File: src/rtl/prescaled_mod_counter.sv
// Modulo up/down counter with clock prescaler, clear, load, terminal count and wrap pulse.
// Define PRESCALED_MOD_COUNTER_SATURATE_EN to saturate at the boundary instead of wrapping.
module prescaled_mod_counter #(
  parameter int unsigned WIDTH    = 4,
  parameter int unsigned MODULO   = 16,
  parameter int unsigned PRESCALE = 1
) (
  input  logic             clock,
  input  logic             reset,
  input  logic             enable,
  input  logic             up_down,
  input  logic             clear,
  input  logic             load,
  input  logic [WIDTH-1:0] load_value,
  output logic [WIDTH-1:0] counter_out,
  output logic             terminal_count,
  output logic             wrap
);

  // A single-bit prescaler is kept for PRESCALE=1; it stays at 0 and costs nothing.
  localparam int unsigned PreW = (PRESCALE > 1) ? $clog2(PRESCALE) : 1;
  localparam logic [WIDTH-1:0] MaxVal = WIDTH'(MODULO - 1);
  localparam logic [PreW-1:0]  PreMax = PreW'(PRESCALE - 1);

  logic [PreW-1:0]  pre_cnt_q, pre_cnt_d;
  logic [WIDTH-1:0] cnt_q, cnt_d;
  logic             wrap_q, wrap_d;
  logic             at_bound;

  always_comb begin
    at_bound = up_down ? (cnt_q == MaxVal) : (cnt_q == '0);
  end

  always_comb begin
    cnt_d     = cnt_q;
    pre_cnt_d = pre_cnt_q;
    wrap_d    = 1'b0;
    if (clear) begin
      cnt_d     = '0;
      pre_cnt_d = '0;
    end else if (load) begin
      cnt_d     = (load_value > MaxVal) ? MaxVal : load_value;
      pre_cnt_d = '0;
    end else if (enable) begin
      if (pre_cnt_q == PreMax) begin
        pre_cnt_d = '0;
        if (at_bound) begin
`ifdef PRESCALED_MOD_COUNTER_SATURATE_EN
          cnt_d  = cnt_q;
`else
          cnt_d  = up_down ? '0 : MaxVal;
          wrap_d = 1'b1;
`endif
        end else begin
          cnt_d = up_down ? (cnt_q + WIDTH'(1)) : (cnt_q - WIDTH'(1));
        end
      end else begin
        pre_cnt_d = pre_cnt_q + PreW'(1);
      end
    end
  end

  always_ff @(posedge clock or negedge reset) begin
    if (!reset) begin
      cnt_q     <= '0;
      pre_cnt_q <= '0;
      wrap_q    <= 1'b0;
    end else begin
      cnt_q     <= cnt_d;
      pre_cnt_q <= pre_cnt_d;
      wrap_q    <= wrap_d;
    end
  end

  assign counter_out    = cnt_q;
  assign terminal_count = at_bound;
  assign wrap           = wrap_q;

endmodule

File: config.mk
export PLATFORM = sky130hd
export DESIGN_NAME = prescaled_mod_counter
export DESIGN_NICKNAME = d
export VERILOG_FILES = /design/src/rtl/prescaled_mod_counter.sv
export SDC_FILE = /design/constraint.sdc
export NUM_CORES = 1
export LEC_CHECK = 0
export CAP_MARGIN = 20
export CORE_AREA = 2 2 39 41
export DETAILED_ROUTE_END_ITERATION = 16
export DIE_AREA = 0 0 41 43
export GPL_TIMING_DRIVEN = 0
export PLACE_DENSITY = 0.68
export RECOVER_POWER = 50
export SYNTH_ARGS = -nofsm -noshare
export SYNTH_HDL_FRONTEND = slang
export SYNTH_SLANG_ARGS = --single-unit
File: constraint.sdc
create_clock -name clock -period 2.1 [get_ports clock]
set_clock_uncertainty 0.1 [all_clocks]
set_input_delay 0.21 -clock clock [delete_from_list [all_inputs] [get_ports clock]]
set_output_delay 0.21 -clock clock [all_outputs]
set_load 0.02 [all_outputs]
# After elaboration in Yosys (flattened, before gate mapping)
# Cells that the tools add are included.
# op_classes
add_sub_neg,3
n_lt_le_gt_ge,1
n_eq_ne,2
n_mux,18
n_reduce_logical,3
# ops
op,n
$mux 4,8
$mux 1,10
$add 4x1->4 const B,1
$eq 4x4->1 const B,1
$gt 4x4->1 const B,1
$logic_not 4->1,1
$sub 4x1->4 const B,1
$ne 3x3->1 const B,1
$reduce_bool 3->1,1
$reduce_and 2->1,1
$add 1x1->1 const B,1
# word_totals
ff_bits,6
in_bits,10
out_inout_bits,6
wordCells,30

# Depth between registers and ports, before layout
# logic_depth
word_depth,7
mapped_depth,6
ltp_nobuf,6

# Least setup slack after synthesis
# OpenSTA, ideal clock, no wires.
# synth_path
path_type,reg-to-reg
start,"register cnt_q[0], in the netlist counter_out[0]"
end,"register cnt_q[1], in the netlist counter_out[1]"
setup_ps,94
arrival_ps,1496
required_ps,1906
path_slack_ps,410
stages_incl_launch_ff,6
path_buffers,0
period_less_slack_ps,1690
cell_sequence,dfrtp_1 > inv_1 > fa_1 > o21ai_0 > nand2_1 > a221oi_2
# synth_between
elab_chain_cells,7
word_cells_on_any_way,11
cone_classes,add/sub: 2; eq/ne: 1; mux: 7; reduce/logical: 1
# synth_rtl
item,line,text
from (decl),26,"logic [WIDTH-1:0] cnt_q, cnt_d;"
from (signal assigned),69,cnt_q <= cnt_d;
$sub 4x1->4 (tied with other cells),55,cnt_d = up_down ? (cnt_q + WIDTH'(1)) : (cnt_q - WIDTH'(1));
$mux 4 or $mux 1 (tied branches),"55, 31",
$mux 4 (*),47,if (at_bound) begin
$mux 4 (*),45,if (pre_cnt_q == PreMax) begin
$mux 4 (*),44,end else if (enable) begin
$mux 4 (*),41,end else if (load) begin
$mux 4 (*),38,if (clear) begin
# Every way passes the cells marked *; elsewhere a longest branch is shown, timed or not. The select of a mux whose other input is x is not followed.
# A chain may end at the register's enable or synchronous reset.

# Final worst setup path
# layout_path
start,"register cnt_q[0], in the netlist counter_out[0]"
end,output port terminal_count
# layout_between
elab_chain_cells,2
word_cells_on_any_way,3
cone_classes,eq/ne: 1; mux: 1; reduce/logical: 1
# layout_rtl
item,line,text
$eq 4x4->1 or $logic_not 4->1 (tied branches),31,at_bound = up_down ? (cnt_q == MaxVal) : (cnt_q == '0);
$mux 1 (*),31,
to (decl),16,"output logic terminal_count,"
# Every way passes the cells marked *; elsewhere a longest branch is shown, timed or not.

==> flow_metrics.py <==
metrics = {
    "status": {
        "outcome": "finished, final reports clean",
    },
    "drt": {
        "drc_errors": 0,
        "drtIter0Drc": 6,
        "vias": 397,
        "vias_per_cell": 4.96,
        "final_antenna_net_count": 0,
        "drt_first_pass_iters": 2,
        "routed_wl_um": 950,
        "wl_per_cell_um": 11.9,
    },
    "layout": {
        "fin_util_pct": 42.8,
        "diodes": 0,
        "layout_common_cells": "clkdlybuf4s50_1 (9), inv_1 (5), a21oi_1 (5), dfrtp_1 (5), dlygate4sd3_1 (4)",
        "fill_cells": 136,
        "final_common_cell": "clkdlybuf4s50_1",
        "area_growth_pct": 44.2,
        "drive_gt1_share_pct": 17.2,
        "fin_cells": 80,
        "final_nets": 78,
        "stdcell_area_um2": 592,
    },
    "clock_tree": {
        "cts.sinks": 5,
        "clock_latency_ns": 0.24,
        "htreeDepth": 1,
        "clockRootBuffer": "clkbuf_4",
        "cts_buffers": 3,
        "clkTransAtPathRegs_ns": 0.05,
        "cts_tree": "built",
        "clockBufferDepth": 2,
    },
    "sta": {
        "slew_violations": 0,
        "hold_violations": 0,
        "setup_tns_ns": 0,
        "fmax_mhz": 514,
        "finalCritPeriodShare_pct": 92.7,
        "tightest_slew_ns": 0.261,
        "grt_setup_unrepaired": "no",
        "timing.slew.headroom_pct": 82.6,
        "finalCriticalPeriod_ns": 1.95,
        "setup-violations-final": 0,
    },
    "place": {
        "io_buffers": 14,
        "gp_congestion": 0.701,
        "place_hpwl_um": 716,
        "place_inst": 76,
        "post_dp_cell_area_um2": 571,
    },
    "critical_path": {
        "start_kind": "register",
        "crit_arrival_ns": 1.64,
        "cp_max_fo": 6,
        "required_ns": 1.79,
        "critPathKind": "register to output port",
        "critPathCaptureType": "output port",
    },
    "yosys": {
        "synth.distinct_cells": 24,
        "synth.cell_area_um2": 410,
        "syn_inst": 46,
        "syn-num-nets": 59,
        "yosys_warnings": 0,
        "synth_edf_count": 0,
        "syn_avg_cell_area_um2": 8.92,
        "synthArstFlopShare_pct": 100,
        "synthFlopType": "dfrtp_1",
        "ys_ff_latch": 5,
        "ys_seq_area_share_pct": 30.5,
    },
    "power": {
        "seq_power_share_pct": 33.0,
        "p_per_area_nw_per_um2": 586,
        "p_int_mw": 0.237,
        "ir_drop_mv": 0.347,
        "p_comb_share_pct": 33.8,
        "p_leak_nw": 0.266,
        "switchingPower_mw": 0.110,
        "p_clk_share_pct": 33.2,
        "total_power_mw": 0.347,
        "p_sw_share_pct": 31.6,
    },
    "global_routing": {
        "overflow": 0,
        "grt_pass1_vias": 412,
        "grt_pass1_wl_um": 1730,
        "grt_util_all_layers_pct": 14.6,
        "antenna_found_initial": 0,
        "grt_max_degree": 11,
    },
    "floorplanning": {
        "die_h_um": 43,
        "start_util_pct": 29.7,
        "ios": 16,
        "die_w_um": 41,
        "die_area_um2": 1760,
        "rows": 14,
        "core_area_um2": 1380,
    },
    "worst_hold_path": {
        "min-delay-path-class": "primary input to register",
    },
    "job": {
        "drv_cap": 0,
    },
}
## sequential cells by signal, summed over array words and instances (netlist names)
name / flops
counter_out: 4
wrap: 1
## metrics by stage
stage / hold slack, ns / setup slack [ns]
2_1_floorplan: -0.186 / 0.410
3_3_place_gp: 0.354 / -0.0360
3_5_place_dp: 0.354 / -0.0262
4_1_cts: 0.0963 / 0.00596
5_1_grt: 0.138 / 0.0865
6_report: 0.130 / 0.153
## cells in the mapped netlist, types with 2 or more instances
cell type  count  area, um^2
ha_1           2        25.0
nand2_1        3        11.3
xnor2_1        2        17.5
a21oi_1        5        25.0
o21ai_0        3        15.0
xor2_1         2        17.5
nor2_1         3        11.3
inv_1          5        18.8
nor3_1         2        10.0
dfrtp_1        5         125
## worst max-delay path, stage by stage, from the launching register on
cell and delay [ns]:
dfrtp_1 0.44, or4_4 0.58, nand2b_4 0.16, nand2_1 0.05, clkbuf_2 0.16
## power groups by stage
stage | Combinational (mW) | Clock (mW) | Sequential [mW]
3_3_place_gp | 0.119 | 0 | 0.116
5_1_grt | 0.131 | 0.124 | 0.116
6_report | 0.117 | 0.115 | 0.114
3_5_place_dp | 0.121 | 0 | 0.116
4_1_cts | 0.121 | 0.119 | 0.115
2_1_floorplan | 0.0654 | 0 | 0.121
## metal layers
metal	global-route usage [%]	wire length, um	up-vias
met1	20.5	484	190
li1	-	-	198
met2	20.0	429	9
met4	4.00	0	0
met3	6.28	37	0
met5	0	0	-
## final timing paths
kind	start	to	slack [ns]	cells after the start
max in group asynchronous	reset	counter_out[1]	1.53	1
max	counter_out[0]	terminal_count	0.15	4
min reg2reg	counter_out[1]	counter_out[1]	0.64	2
max reg2reg	counter_out[0]	counter_out[1]	0.44	5
min in group asynchronous	reset	counter_out[2]	0.17	1
min	load	counter_out[1]	0.13	2
## kinds of logic (layout without fill, tap and decap cells)
family	Yosys count	after routing	synth area share (%)
adders and majority gates	3	3	11.0
DFF	5	5	30.5
xor gates and xnor gates	4	4	8.54
buffers and inverters	6	24	6.40
and+or+nand+nor	15	15	22.6
AOI/OAI and AO/OA	13	13	21.0
## layout make-up
cell class / count / area [um^2] / share of cell area (%)
Sequential cell: 5 / 125 / 21.1
Tap cell: 16 / 20.0 / 3.38
Buffer: 1 / 7.51 / 1.27
Multi-Input combinational cell: 35 / 259 / 43.8
Inverter: 5 / 18.8 / 3.17
Timing Repair Buffer: 14 / 135 / 22.8
Clock buffer: 4 / 26.3 / 4.44
## what timing repair did
item,CTS,global route
cloned,0,0
resized for setup,2,1
setup buffers,0,0
hold buffers,0,0
endpoints found under the setup margin,1,1
pin swaps,0,0
No activity file was read; power rests on OpenSTA's default activity.
